## config.mk

```make
export PLATFORM = sky130hd
export DESIGN_NAME = shot_clock_countdown_flat
export DESIGN_NICKNAME = d
export VERILOG_FILES = /design/src/rtl/shot_clock_countdown_pkg.sv /design/src/rtl/shot_clock_countdown_if.sv /design/src/rtl/shot_clock_countdown_edge.sv /design/src/rtl/shot_clock_countdown.sv /design/src/flat_wrapper.sv
export SDC_FILE = /design/constraint.sdc
export NUM_CORES = 1
export LEC_CHECK = 0
export ABC_AREA = 1
export ABC_CLOCK_PERIOD_IN_PS = 2200
export BUFFER_PORTS_ARGS = -buffer_cell sky130_fd_sc_hd__buf_2
export CAP_MARGIN = 5
export CORE_MARGIN = 5
export CORE_UTILIZATION = 50
export DETAILED_ROUTE_END_ITERATION = 8
export PLACE_DENSITY = 0.7
export SETUP_SLACK_MARGIN = 0.3
export SYNTH_ARGS = -nofsm -noshare
export SYNTH_HDL_FRONTEND = slang
export SYNTH_SLANG_ARGS = --single-unit
```

## constraint.sdc

```tcl
create_clock -name clk -period 2.2 [get_ports clk]
set_input_delay 0.22 -clock clk [delete_from_list [all_inputs] [get_ports clk]]
set_output_delay 0.22 -clock clk [all_outputs]
set_load 0.01 [all_outputs]
```

## src/rtl/shot_clock_countdown_pkg.sv

```systemverilog
`default_nettype none
// ============================================================================
// Module      : shot_clock_pkg
// Description : Shared types, load constants and BCD helpers for the
//               24-second shot clock.
//               - sc_state_t : IDLE / RUN / PAUSED / EXPIRED
//               - sc_value_t : four BCD digits SS.cc (sec_tens first)
//               - SC_LOAD24 / SC_LOAD14 : reload values 24.00 / 14.00
// Revision    : 1.0 - initial release
// ============================================================================
package shot_clock_pkg;

    typedef logic [3:0] bcd_t;

    typedef enum logic [1:0] {
        SC_IDLE    = 2'd0,
        SC_RUN     = 2'd1,
        SC_PAUSED  = 2'd2,
        SC_EXPIRED = 2'd3
    } sc_state_t;

    typedef struct packed {
        bcd_t sec_tens;
        bcd_t sec_ones;
        bcd_t cs_tens;
        bcd_t cs_ones;
    } sc_value_t;

    localparam sc_value_t SC_LOAD24 = '{sec_tens: 4'd2, sec_ones: 4'd4, cs_tens: 4'd0, cs_ones: 4'd0};
    localparam sc_value_t SC_LOAD14 = '{sec_tens: 4'd1, sec_ones: 4'd4, cs_tens: 4'd0, cs_ones: 4'd0};
    localparam sc_value_t SC_ZERO   = '{sec_tens: 4'd0, sec_ones: 4'd0, cs_tens: 4'd0, cs_ones: 4'd0};
    localparam sc_value_t SC_ONE_CS = '{sec_tens: 4'd0, sec_ones: 4'd0, cs_tens: 4'd0, cs_ones: 4'd1};

    // True when the value is strictly below 14.00. Only the seconds digits
    // matter because 14.00 has zero centiseconds.
    function automatic logic sc_below_14(input sc_value_t v);
        return (v.sec_tens == 4'd0) ||
               ((v.sec_tens == 4'd1) && (v.sec_ones < 4'd4));
    endfunction

    // Subtract 00.01 with a BCD borrow cascade. Callers never pass 00.00.
    function automatic sc_value_t sc_decrement(input sc_value_t v);
        sc_value_t r;
        r = v;
        if (v.cs_ones != 4'd0) begin
            r.cs_ones = v.cs_ones - 4'd1;
        end else begin
            r.cs_ones = 4'd9;
            if (v.cs_tens != 4'd0) begin
                r.cs_tens = v.cs_tens - 4'd1;
            end else begin
                r.cs_tens = 4'd9;
                if (v.sec_ones != 4'd0) begin
                    r.sec_ones = v.sec_ones - 4'd1;
                end else begin
                    r.sec_ones = 4'd9;
                    r.sec_tens = v.sec_tens - 4'd1;
                end
            end
        end
        return r;
    endfunction

endpackage
`default_nettype wire

```

## src/rtl/shot_clock_countdown_if.sv

```systemverilog
`default_nettype none
// ============================================================================
// Module      : shot_clock_countdown_if
// Description : Command / display bundle of the shot clock.
//               Inputs to the clock : tick_toggle, start, pause,
//                                     reload24, reload14
//               Outputs of the clock: sec_tens, sec_ones, cs_tens, cs_ones,
//                                     running, expired, buzzer
//               master = controller / display side, slave = shot clock.
// Revision    : 1.0 - initial release
// ============================================================================
interface shot_clock_countdown_if;
    import shot_clock_pkg::*;

    logic tick_toggle;
    logic start;
    logic pause;
    logic reload24;
    logic reload14;
    bcd_t sec_tens;
    bcd_t sec_ones;
    bcd_t cs_tens;
    bcd_t cs_ones;
    logic running;
    logic expired;
    logic buzzer;

    modport master (
        output tick_toggle, start, pause, reload24, reload14,
        input  sec_tens, sec_ones, cs_tens, cs_ones, running, expired, buzzer
    );

    modport slave (
        input  tick_toggle, start, pause, reload24, reload14,
        output sec_tens, sec_ones, cs_tens, cs_ones, running, expired, buzzer
    );
endinterface
`default_nettype wire

```

## src/rtl/shot_clock_countdown_edge.sv

```systemverilog
`default_nettype none
// ============================================================================
// Module      : toggle_edge_detect
// Description : Synchronises the timebase toggle and emits a one-cycle
//               tick on every transition (rising or falling).
//               clk, reset      : system clock, async active-high reset
//               tick_toggle_i   : asynchronous timebase toggle
//               tick_o          : one-cycle pulse per toggle transition
// Revision    : 1.0 - initial release
// ============================================================================
module toggle_edge_detect #(
    parameter int SYNC_STAGES = 2
) (
    input  wire logic clk,
    input  wire logic reset,
    input  wire logic tick_toggle_i,
    output logic      tick_o
);

    logic [SYNC_STAGES-1:0] sync_q;
    logic                   hist_q;

    always_ff @(posedge clk or posedge reset) begin
        if (reset) begin
            sync_q <= '0;
            hist_q <= 1'b0;
        end else begin
            sync_q[0] <= tick_toggle_i;
            for (int i = 1; i < SYNC_STAGES; i++) begin
                sync_q[i] <= sync_q[i-1];
            end
            hist_q <= sync_q[SYNC_STAGES-1];
        end
    end

    // History resets low, so a toggle already high at reset release is
    // reported as one tick.
    assign tick_o = sync_q[SYNC_STAGES-1] ^ hist_q;

endmodule
`default_nettype wire

```

## src/rtl/shot_clock_countdown.sv

```systemverilog
`default_nettype none
// ============================================================================
// Module      : shot_clock_countdown
// Description : 24-second shot clock counting down in centiseconds (BCD)
//               from a 10 ms toggle timebase, with start/pause, 24/14 s
//               reloads, expiry flag and a timed buzzer.
//               clk, reset : system clock, async active-high reset
//               bus        : shot_clock_countdown_if.slave (commands in,
//                            BCD digits and status flags out)
// Revision    : 1.0 - initial release
// ============================================================================
module shot_clock_countdown
    import shot_clock_pkg::*;
#(
    parameter int SYNC_STAGES = 2,
    parameter int BUZZ_TICKS  = 100
) (
    input  wire logic              clk,
    input  wire logic              reset,
    shot_clock_countdown_if.slave  bus
);

    localparam logic [6:0] BUZZ_LOAD = 7'(BUZZ_TICKS);

    logic       tick;
    sc_state_t  state_q, state_d;
    sc_value_t  value_q, value_d;
    logic [6:0] buzz_cnt_q, buzz_cnt_d;
    logic       buzzer_q, buzzer_d;
    logic       running_q, expired_q;

    toggle_edge_detect #(
        .SYNC_STAGES (SYNC_STAGES)
    ) u_edge (
        .clk           (clk),
        .reset         (reset),
        .tick_toggle_i (bus.tick_toggle),
        .tick_o        (tick)
    );

    always_ff @(posedge clk or posedge reset) begin
        if (reset) begin
            state_q    <= SC_IDLE;
            value_q    <= SC_LOAD24;
            buzz_cnt_q <= 7'd0;
            buzzer_q   <= 1'b0;
            running_q  <= 1'b0;
            expired_q  <= 1'b0;
        end else begin
            state_q    <= state_d;
            value_q    <= value_d;
            buzz_cnt_q <= buzz_cnt_d;
            buzzer_q   <= buzzer_d;
            // Flags follow the next state so they change on the same edge.
            running_q  <= (state_d == SC_RUN);
            expired_q  <= (state_d == SC_EXPIRED);
        end
    end

    always_comb begin
        state_d    = state_q;
        value_d    = value_q;
        buzz_cnt_d = buzz_cnt_q;
        buzzer_d   = buzzer_q;

        if (bus.reload24 || (bus.reload14 && sc_below_14(value_q))) begin
            value_d = bus.reload24 ? SC_LOAD24 : SC_LOAD14;
            if (state_q == SC_EXPIRED) begin
                state_d    = SC_IDLE;
                buzzer_d   = 1'b0;
                buzz_cnt_d = 7'd0;
            end
        end else if (bus.reload14) begin
            // Ineffective 14 s reload still owns the cycle: nothing moves.
            value_d = value_q;
        end else begin
            case (state_q)
                SC_IDLE: begin
                    if (!bus.pause && bus.start) begin
                        state_d = SC_RUN;
                    end
                end
                SC_RUN: begin
                    if (bus.pause) begin
                        state_d = SC_PAUSED;
                    end else if (tick && (value_q != SC_ZERO)) begin
                        value_d = sc_decrement(value_q);
                        if (value_q == SC_ONE_CS) begin
                            state_d    = SC_EXPIRED;
                            buzzer_d   = 1'b1;
                            buzz_cnt_d = BUZZ_LOAD;
                        end
                    end
                end
                SC_PAUSED: begin
                    if (!bus.pause && bus.start) begin
                        state_d = SC_RUN;
                    end
                end
                SC_EXPIRED: begin
                    if (tick && (buzz_cnt_q != 7'd0)) begin
                        buzz_cnt_d = buzz_cnt_q - 7'd1;
                        if (buzz_cnt_q == 7'd1) begin
                            buzzer_d = 1'b0;
                        end
                    end
                end
                default: begin
                    state_d = SC_IDLE;
                end
            endcase
        end
    end

    assign bus.sec_tens = value_q.sec_tens;
    assign bus.sec_ones = value_q.sec_ones;
    assign bus.cs_tens  = value_q.cs_tens;
    assign bus.cs_ones  = value_q.cs_ones;
    assign bus.running  = running_q;
    assign bus.expired  = expired_q;
    assign bus.buzzer   = buzzer_q;

endmodule
`default_nettype wire

```

## src/flat_wrapper.sv

```systemverilog
// flat-port wrapper written by rule: the top's interface ports become plain ports
module shot_clock_countdown_flat import shot_clock_pkg::*;
#(
    parameter int SYNC_STAGES = 2,
    parameter int BUZZ_TICKS  = 100
)
  (clk, reset, bus_tick_toggle, bus_start, bus_pause, bus_reload24, bus_reload14, bus_sec_tens, bus_sec_ones, bus_cs_tens, bus_cs_ones, bus_running, bus_expired, bus_buzzer);
  shot_clock_countdown_if bus_i ();
  input  wire logic clk;
  input  wire logic reset;
  input wire logic [$bits(bus_i.tick_toggle)-1:0] bus_tick_toggle;
  input wire logic [$bits(bus_i.start)-1:0] bus_start;
  input wire logic [$bits(bus_i.pause)-1:0] bus_pause;
  input wire logic [$bits(bus_i.reload24)-1:0] bus_reload24;
  input wire logic [$bits(bus_i.reload14)-1:0] bus_reload14;
  output wire logic [$bits(bus_i.sec_tens)-1:0] bus_sec_tens;
  output wire logic [$bits(bus_i.sec_ones)-1:0] bus_sec_ones;
  output wire logic [$bits(bus_i.cs_tens)-1:0] bus_cs_tens;
  output wire logic [$bits(bus_i.cs_ones)-1:0] bus_cs_ones;
  output wire logic [$bits(bus_i.running)-1:0] bus_running;
  output wire logic [$bits(bus_i.expired)-1:0] bus_expired;
  output wire logic [$bits(bus_i.buzzer)-1:0] bus_buzzer;
  assign bus_i.tick_toggle = bus_tick_toggle;
  assign bus_i.start = bus_start;
  assign bus_i.pause = bus_pause;
  assign bus_i.reload24 = bus_reload24;
  assign bus_i.reload14 = bus_reload14;
  assign bus_sec_tens = bus_i.sec_tens;
  assign bus_sec_ones = bus_i.sec_ones;
  assign bus_cs_tens = bus_i.cs_tens;
  assign bus_cs_ones = bus_i.cs_ones;
  assign bus_running = bus_i.running;
  assign bus_expired = bus_i.expired;
  assign bus_buzzer = bus_i.buzzer;
  shot_clock_countdown #(.SYNC_STAGES(SYNC_STAGES), .BUZZ_TICKS(BUZZ_TICKS)) u_core (.clk(clk), .reset(reset), .bus(bus_i));
endmodule
```

==> flow_summary.ini, run 1 <==
[run_status]
status = finished clean

[clock_network]
cts_sinks = 31
cts_root_buf = clkbuf_8
holdBufCountCts = 0
path_clk_slew_ns = 0.06
cts_tree = done
cts_buffer_depth = 2
htreeDepth = 2
cts_made_buffers = 5
clk_latency_ns = 0.28

[floorplanning]
ios = 26
rows = 23
chipWidth_um = 74.1
core-area_mm2 = 0.00400
initial_core_util = 0.513
dieArea_mm2 = 0.00549
die_h_um = 74.1

[global_route]
antenna_found_initial = 0
grt.total_usage = 0.157
grt_pass1_wl_um = 6700
use_met3 = 0.0365
grt_busiest_layer = met2
grt_pass1_vias = 1591
globalRouteMet2Util = 0.240
grt_max_degree = 32
use_met1 = 0.207
globalRouteOverflowTotal = 0

[timing]
fmaxAchievable_mhz = 560
drv_slew = 0
relSlewSlack = 0.736
min_period_over_period = 0.812
rsz0062_at_grt = yes
fin_crit_ns = 1.79
holdWs_ns = 0.0129
clock_skew_ns = 0.00598
finalSetupViolCount = 0
fin_ws_ns = 0.415
tightestPinTransition_ns = 0.395
hold_viol = 0
fin_setup_tns_ns = 0

[drt]
drtIter0Drc = 78
firstDrtPassIters = 4
route.vias.total = 1612
wl_um = 3800
drt.antenna.violating_nets = 0
via_per_inst = 4.94
drc_errors = 0
wl_per_cell_um = 11.7

[placement]
portBuffers = 25
place_inst = 311
hpwlAfterDp_um = 2790
gp_congestion = 0.778
pre_cts_ws_ns = 0.272

[synthesis]
avgSynthCellArea_um2 = 8.70
synth_commonest_cells = nand2_1, dfrtp_1, inv_1
ys_warn_count = 0
synth_top_area_cell = dfrtp_1
yosysSeqAreaShare = 0.379
netlist.area_leader.share = 0.353
ys_types = 33
synth-seq-cells = 31
synth_area_leaders = dfrtp_1, nand2_1, ha_1
syn_area_mm2 = 0.00205
synth_edf_count = 0
syn_nets = 254
synth_top_flop_cell = dfrtp_1
async_reset_ff_frac = 1.00
synthMostInstantiatedCell = nand2_1
syn_inst = 236

[power]
pwr-share-seq = 0.303
power_leakage_uw = 0.00122
pwr-share-comb = 0.571
peakVddDrop_mv = 0.791
swShare = 0.471
internal-power_uw = 1760
power_uw = 3320
powerDensity_mw_per_mm2 = 1380
p_sw_uw = 1560
pwr-share-clk = 0.125

[final_layout]
nets = 293
layout-drive-gt1-share = 0.355
final_cells = 326
syn2layout_area_growth_pct = 17.2
n_antenna_cell = 0

[worst_setup_path]
r2r_slack_ns = 0.41
crit_start = u_core.bus.sec_tens[1]
r2r_end = u_core.bus.sec_tens[2]
required_ns = 2.41
reg2regPathDepth = 12
critPathArrivalTime_ns = 2.00
crit_path_max_fanout = 8
worst_setup_path_start_kind = flip-flop
end_kind = flip-flop
reg2reg_from = u_core.bus.sec_tens[1]
path_class = reg2reg

[worst_hold_path]
hold_path.class = in2async

[run]
cap_viol_max_count = 0
[cell type report]
| class | count | area [um^2] |
|---|---|---|
| Sequential cell | 31 | 778 |
| Clock buffer | 7 | 76.3 |
| Clock inverter | 1 | 5.00 |
| Tap cell | 50 | 62.6 |
| Fill cell | 346 | 1590 |
| Timing Repair Buffer | 35 | 208 |
| Multi-Input combinational cell | 169 | 1140 |
| Inverter | 33 | 131 |
[layout by cell type (no fill, tap or decap), types with 2 or more instances in the layout]
cell type,synthesis,routed
clkbuf_1,0,2
nand3_1,14,14
nor2_1,19,17
nor2_2,5,6
nand2_1,40,38
clkbuf_8,0,5
dfrtp_1,29,29
nand4_1,2,2
o21ai_2,12,12
inv_2,5,7
nand3_2,2,2
dfstp_2,2,2
a21oi_1,5,5
buf_2,1,25
nand2_8,3,4
buf_6,0,2
nor3_1,6,6
ha_1,11,11
nand2_4,3,3
nand2_2,10,11
nor2_4,3,4
buf_4,1,8
o21ai_1,3,4
o21ai_0,11,10
inv_1,27,24
xnor2_1,2,2
o211ai_1,2,2
xor2_1,10,10
[state kept, by name, summed over array words and instances, names as in the netlist]
signal / flops
u_core.bus.expired: 1
u_core.bus.sec_tens: 4
u_core.bus.cs_tens: 4
u_core.u_edge.hist_q: 1
u_core.bus.cs_ones: 4
u_core.bus.buzzer: 1
u_core.buzz_cnt_q: 7
u_core.bus.running: 1
u_core.bus.sec_ones: 4
u_core.state_q: 2
u_core.u_edge.sync_q: 2
[worst max-delay path by stage]
stage	to	slack [ns]	cells past startpoint
2_1_floorplan	u_core.buzz_cnt_q[1]	0.44	11
3_3_place_gp	u_core.bus.sec_ones[3]	0.36	11
3_5_place_dp	u_core.bus.sec_ones[3]	0.27	12
4_1_cts	u_core.bus.sec_tens[2]	0.30	12
5_1_grt	u_core.bus.buzzer	0.29	11
6_report	u_core.bus.sec_tens[2]	0.41	12
[repair_timing]
action,4_1_cts,5_1_grt
resized for setup,1,14
setup buffers,0,7
pin swaps,0,1
endpoints found under the setup margin,13,25
[worst max-delay path: stages, from the launching register on]
cell      delay [ns]
dfstp_2         0.56
inv_1           0.07
ha_1            0.17
nand2_1         0.09
nand2_1         0.06
nand2_1         0.11
nand2_2         0.10
clkinv_4        0.09
buf_6           0.14
nand2_8         0.10
nand2_8         0.10
nand2_1         0.06
nand2_1         0.07
[logic make-up after synthesis]
kind of cell	Yosys count	share of synthesized area
compound gates	35	0.119
xor+xnor	12	0.0512
fa+ha+maj	11	0.0670
buf+inv	36	0.0774
flops	31	0.379
simple gates	111	0.306
[power groups by stage]
stage | sequential, uW | clock, uW | combinational [uW]
floorplan | 1050 | 0 | 1390
global placement | 1010 | 0 | 1760
detailed placement | 1010 | 0 | 1790
CTS | 1010 | 436 | 1800
global route | 1040 | 451 | 2130
finish | 1010 | 416 | 1900
[routing by layer]
metal	wire length, um	vias up
li1	-	834
met1	1790	740
met2	1750	29
met3	174	9
met4	92	0
met5	0	-
[through the flow]
step,area (um^2),utilization
floorplan,2050,-
detailed placement,2230,0.558
global route,2410,0.602
CTS,2310,0.579
finish,2410,0.602
global placement,2230,0.558
(Power assumes the default switching activity.)
==> run 2, diff against run 1 <==
--- a/config.mk
+++ b/config.mk
@@ -6,7 +6,7 @@
 export NUM_CORES = 1
 export LEC_CHECK = 0
 export ABC_AREA = 1
-export ABC_CLOCK_PERIOD_IN_PS = 2200
+export ABC_CLOCK_PERIOD_IN_PS = 1900
 export BUFFER_PORTS_ARGS = -buffer_cell sky130_fd_sc_hd__buf_2
 export CAP_MARGIN = 5
 export CORE_MARGIN = 5
==> constraint.sdc (replaced) <==
create_clock -name clk -period 1.9 [get_ports clk]
set_input_delay 0.19 -clock clk [delete_from_list [all_inputs] [get_ports clk]]
set_output_delay 0.19 -clock clk [all_outputs]
set_load 0.01 [all_outputs]
==> flow_summary.ini, run 2 (synthesized netlist as in run 1, its figures left out) <==
[run_status]
status = finished clean

[global_route]
grt_max_degree = 32
globalRouteOverflowTotal = 0
antenna_found_initial = 0
grt.total_usage = 0.167
grt_pass1_vias = 1586
grt_pass1_wl_um = 7030

[drt]
firstDrtPassIters = 4
met1_length_um = 2020
route.vias.total = 1740
via_per_inst = 5.07
drt.antenna.violating_nets = 0
top_layer = met4
drtIter0Drc = 100
wl_um = 4750
route.met2.wl_um = 2360
wl_met3_um = 221
drc_errors = 0
wl_per_cell_um = 13.8

[timing]
holdWs_ns = 0.204
fin_crit_ns = 1.71
relSlewSlack = 0.736
finalSetupViolCount = 0
fin_setup_tns_ns = 0
drv_slew = 0
rsz0062_at_grt = yes
min_period_over_period = 0.902
hold_viol = 0
clock_skew_ns = 0.00265
fmaxAchievable_mhz = 584
tightestPinTransition_ns = 0.396

[clock_network]
clk_latency_ns = 0.28
cts_buffer_depth = 2
cts_root_buf = clkbuf_8
htreeDepth = 2
path_clk_slew_ns = 0.06
cts_sinks = 31
cts_made_buffers = 5
cts_tree = done

[floorplanning]
initial_core_util = 0.513
core-area_mm2 = 0.00400
ios = 26
die_h_um = 74.1
chipWidth_um = 74.1
rows = 23
dieArea_mm2 = 0.00549

[worst_setup_path]
end_kind = flip-flop
required_ns = 2.07
path_class = reg2reg
worst_setup_path_start_kind = flip-flop
critPathArrivalTime_ns = 1.89
crit_path_max_fanout = 8

[final_layout]
fillers = 285
mostFrequentLayoutCells = dfrtp_1, nand2_1, buf_2
nets = 311
regMostFlops = u_core.buzz_cnt_q
syn2layout_area_growth_pct = 36.9
layout-drive-gt1-share = 0.502
n_antenna_cell = 0
layout_commonest_cell = dfrtp_1
fin_util = 0.703
largest_register_ffs = 7

[power]
power_leakage_uw = 0.00138
powerDensity_mw_per_mm2 = 1670
peakVddDrop_mv = 1.16

[run]
cap_viol_max_count = 0

[placement]
hpwlAfterDp_um = 2860
gp_congestion = 0.776
portBuffers = 25

[worst_hold_path]
hold_path.class = in2reg
## run 2: power by group
part	internal [uW]	leakage [uW]	switching, uW
sequential	915	0.000397	277
combinational	1260	0.000935	1710
clock	284	0.0000470	241
total	2460	0.00138	2230
## run 2: per-stage QoR
step / setup WS [ns] / total power, uW / instance area (um^2) / instances
floorplan: 0.187 / 2880 / 2100 / 236
global placement: 0.156 / 3320 / 2280 / 313
detailed placement: 0.0828 / 3340 / 2280 / 313
CTS: 0.211 / 4070 / 2520 / 330
global route: 0.123 / 5060 / 2810 / 343
finish: 0.187 / 4690 / 2810 / 343
## run 2: worst paths after layout
kind	start	endpoint	cells after the start	slack, ns
setup / recovery	u_core.bus.sec_tens[1]	u_core.bus.sec_tens[2]	12	0.19
hold / removal	bus_reload24	u_core.bus.sec_tens[1]	3	0.20
setup reg to reg	u_core.bus.sec_tens[1]	u_core.bus.sec_tens[2]	12	0.19
hold reg to reg	u_core.u_edge.sync_q[0]	u_core.u_edge.sync_q[1]	0	0.35
max in group asynchronous	reset	u_core.bus.sec_ones[2]	4	1.05
min in group asynchronous	reset	u_core.bus.cs_ones[3]	4	0.53
## run 2: cell type report
type                            count  area [um^2]  share of cell area
Inverter                           33          146              0.0521
Multi-Input combinational cell    170         1380               0.490
Clock inverter                      1         5.00             0.00178
Sequential cell                    31          779               0.277
Timing Repair Buffer               52          357               0.127
Clock buffer                        6         82.6              0.0294
Tap cell                           50         62.6              0.0223
## run 2: layer usage
| layer | global-route usage | up-vias |
|---|---|---|
| met2 | 0.256 | 38 |
| met3 | 0.0527 | 12 |
| li1 | - | 868 |
| met4 | 0.0684 | 0 |
| met1 | 0.220 | 822 |
| met5 | 0 | - |
## run 2: critical path, cell delays in order (launching register included)
cell and delay [ns]:
dfstp_2 0.56, inv_4 0.05, ha_4 0.16, nand2_4 0.09, nor2_4 0.04, inv_2 0.09, nor2_4 0.06, nor2_4 0.11
nand2_4 0.08, nand2_8 0.13, nand2_8 0.10, nand2_2 0.07, nand2_1 0.06
## run 2: timing repair
item	in CTS	in global routing
setup endpoints to repair	28	28
hold buffers	1	1
hold endpoints to repair	24	1
setup buffers	8	12
cloned	1	0
resized for setup	19	44
pin swaps	12	21
==> run 3, diff against run 2 <==
--- a/config.mk
+++ b/config.mk
@@ -5,14 +5,14 @@
 export SDC_FILE = /design/constraint.sdc
 export NUM_CORES = 1
 export LEC_CHECK = 0
-export ABC_AREA = 1
 export ABC_CLOCK_PERIOD_IN_PS = 1900
 export BUFFER_PORTS_ARGS = -buffer_cell sky130_fd_sc_hd__buf_2
 export CAP_MARGIN = 5
 export CORE_MARGIN = 5
 export CORE_UTILIZATION = 50
 export DETAILED_ROUTE_END_ITERATION = 8
-export PLACE_DENSITY = 0.7
+export MAX_ROUTING_LAYER = met4
+export PLACE_DENSITY = 0.71
 export SETUP_SLACK_MARGIN = 0.3
 export SYNTH_ARGS = -nofsm -noshare
 export SYNTH_HDL_FRONTEND = slang
==> flow_summary.ini, run 3 <==
[run_status]
status = complete, but fails checks
violations = negative setup slack

[placement]
hpwlAfterDp_um = 3590
place_inst = 301
portBuffers = 25
pre_cts_ws_ns = -0.196
gp_congestion = 0.922

[worst_setup_path]
required_ns = 2.07
path_class = reg2reg
r2r_slack_ns = -0.14
critPathMaxStageDelay_ns = 0.55
cp_top_family = flip-flops
crit_slowest_cell = dfstp_2
crit_path_max_fanout = 5
timing.critical_path.buf_inv = 2
critPathArrivalTime_ns = 2.20
reg2reg_from = u_core.bus.sec_tens[1]
r2r_end = u_core.bus.sec_tens[0]
crit_path_cell_trace = inv_4 > ha_4 > nor4bb_4 > a311o_2 > buf_4 > a21oi_4 > mux2_4
worst_setup_path_start_kind = flip-flop
reg2regPathDepth = 7
end_kind = flip-flop

[synthesis]
syn_area_mm2 = 0.00190
synth_area_leaders = dfrtp_1, ha_1, a21oi_1
syn_inst = 195
synth_commonest_cells = dfrtp_1, inv_1, a21oi_1
async_reset_ff_frac = 1.00
synth-seq-cells = 31
syn_nets = 213
netlist.area_leader.share = 0.382
ys_warn_count = 0
synthMostInstantiatedCell = dfrtp_1
ys_types = 57
synth_edf_count = 0
avgSynthCellArea_um2 = 9.74
yosysSeqAreaShare = 0.410
synth_top_area_cell = dfrtp_1
synth_top_flop_cell = dfrtp_1

[drt]
wl_per_cell_um = 16.6
drc_errors = 0
via_per_inst = 5.83
wl_um = 5340
firstDrtPassIters = 4
route.vias.total = 1872
drtIter0Drc = 149
drt.antenna.violating_nets = 0

[final_layout]
fin_util = 0.778
largest_register_ffs = 7
mostFrequentLayoutCells = buf_4, dfrtp_1, buf_2
syn2layout_area_growth_pct = 49.9
regMostFlops = u_core.buzz_cnt_q
layout_commonest_cell = buf_4
final_cells = 321
n_antenna_cell = 0
layout-drive-gt1-share = 0.538
nets = 290

[floorplanning]
die_h_um = 71.6
ios = 26
chipWidth_um = 71.6
initial_core_util = 0.519
core-area_mm2 = 0.00366
dieArea_mm2 = 0.00513
rows = 22

[timing]
holdWs_ns = 0.00224
fin_crit_ns = 2.04
finalSetupViolCount = 16
min_period_over_period = 1.07
drv_slew = 0
fmaxAchievable_mhz = 491
fin_setup_tns_ns = -1.21
rsz0062_at_grt = yes
hold_viol = 0
tightestPinTransition_ns = 0.652
fin_ws_ns = -0.137
relSlewSlack = 0.561
clock_skew_ns = 0.00885

[global_route]
globalRouteOverflowTotal = 0
grt_pass1_vias = 1939
grt.total_usage = 0.229
grt_max_degree = 32
grt_pass1_wl_um = 9060
antenna_found_initial = 0

[worst_hold_path]
hp-start = bus_tick_toggle
hold_path.class = in2reg
min_to = u_core.u_edge.sync_q[0]
hold_path_depth = 1

[clock_network]
path_clk_slew_ns = 0.07
cts_tree = done
cts_sinks = 31
clk_latency_ns = 0.29
cts_root_buf = clkbuf_8
cts_made_buffers = 5
cts_buffer_depth = 2
htreeDepth = 2

[power]
powerDensity_mw_per_mm2 = 971
peakVddDrop_mv = 0.774
power_leakage_uw = 0.00125

[run]
cap_viol_max_count = 0
[run 3: cell types whose count changed in the layout (fill, tap and decap cells not counted), moves of 11 or more]
cell / before / now
buf_4: 21 / 46
nand2_1: 26 / 7
nand2_2: 15 / 2
nand2_4: 11 / 0
[run 3: kinds of logic (layout without fill, tap and decap cells)]
group                      count (synthesis)  in the layout  synth area share
AOI/OAI and AO/OA                         55             55             0.212
xor gates and xnor gates                   4              4            0.0224
adders and majority gates                 11             11            0.0725
buffers and inverters                     26            104            0.0652
DFF                                       31             31             0.410
muxes                                      3              3            0.0165
and+or+nand+nor                           65             65             0.202
[run 3: worst register-to-register path: cells and delay by family (launching register included)]
family / cells / cell delay, ns
adders and majority gates: 1 / 0.16
DFF: 1 / 0.55
and+or+nand+nor: 1 / 0.16
buffers and inverters: 2 / 0.22
AOI/OAI and AO/OA: 2 / 0.52
muxes: 1 / 0.31
[run 3: final cells by class]
class | instances | area [um^2]
Inverter | 18 | 70.1
Timing Repair Buffer | 78 | 552
Multi-Input combinational cell | 138 | 1310
Tap cell | 48 | 60.1
Clock buffer | 8 | 80.1
Fill cell | 231 | 813
Sequential cell | 31 | 779
[run 3: worst max-delay path by stage]
stage | cells after the start | to | from | slack, ns
floorplan | 8 | u_core.buzz_cnt_q[3] | u_core.bus.sec_ones[1] | -0.16
global placement | 7 | u_core.buzz_cnt_q[3] | u_core.bus.sec_tens[1] | -0.12
detailed placement | 7 | u_core.buzz_cnt_q[3] | u_core.bus.sec_tens[1] | -0.20
CTS | 7 | u_core.buzz_cnt_q[6] | u_core.bus.sec_tens[1] | -0.15
global route | 8 | u_core.buzz_cnt_q[4] | u_core.bus.sec_tens[0] | -0.20
finish | 7 | u_core.bus.sec_tens[0] | u_core.bus.sec_tens[1] | -0.14
[run 3: per-stage QoR]
step | power, uW | cell area [um^2]
3_3_place_gp | 1940 | 2450
5_1_grt | 2940 | 2850
2_1_floorplan | 1620 | 2030
4_1_cts | 2640 | 2710
6_report | 2770 | 2850
3_5_place_dp | 2010 | 2450
[run 3: power breakdown]
part           internal, uW  switching (uW)  total [uW]
clock network           260             244         504
registers               796             122         918
logic                   652             691        1340
[run 3: per-layer routing]
metal	up-vias	wire length (um)	GRT usage	share of wire
met4	0	139	0.102	0.026
met2	70	2570	0.359	0.48
met5	-	0	-	0
met3	15	282	0.0365	0.053
li1	879	-	-	-
met1	908	2340	0.291	0.44
[run 3: repair_timing]
item                                   in CTS  in global routing
gates resized for setup                    26                 26
pin swaps                                   7                 15
endpoints found under the hold margin      23                  0
setup buffers                               5                  6
setup endpoints to repair                  28                 28
hold buffers                                1                  0
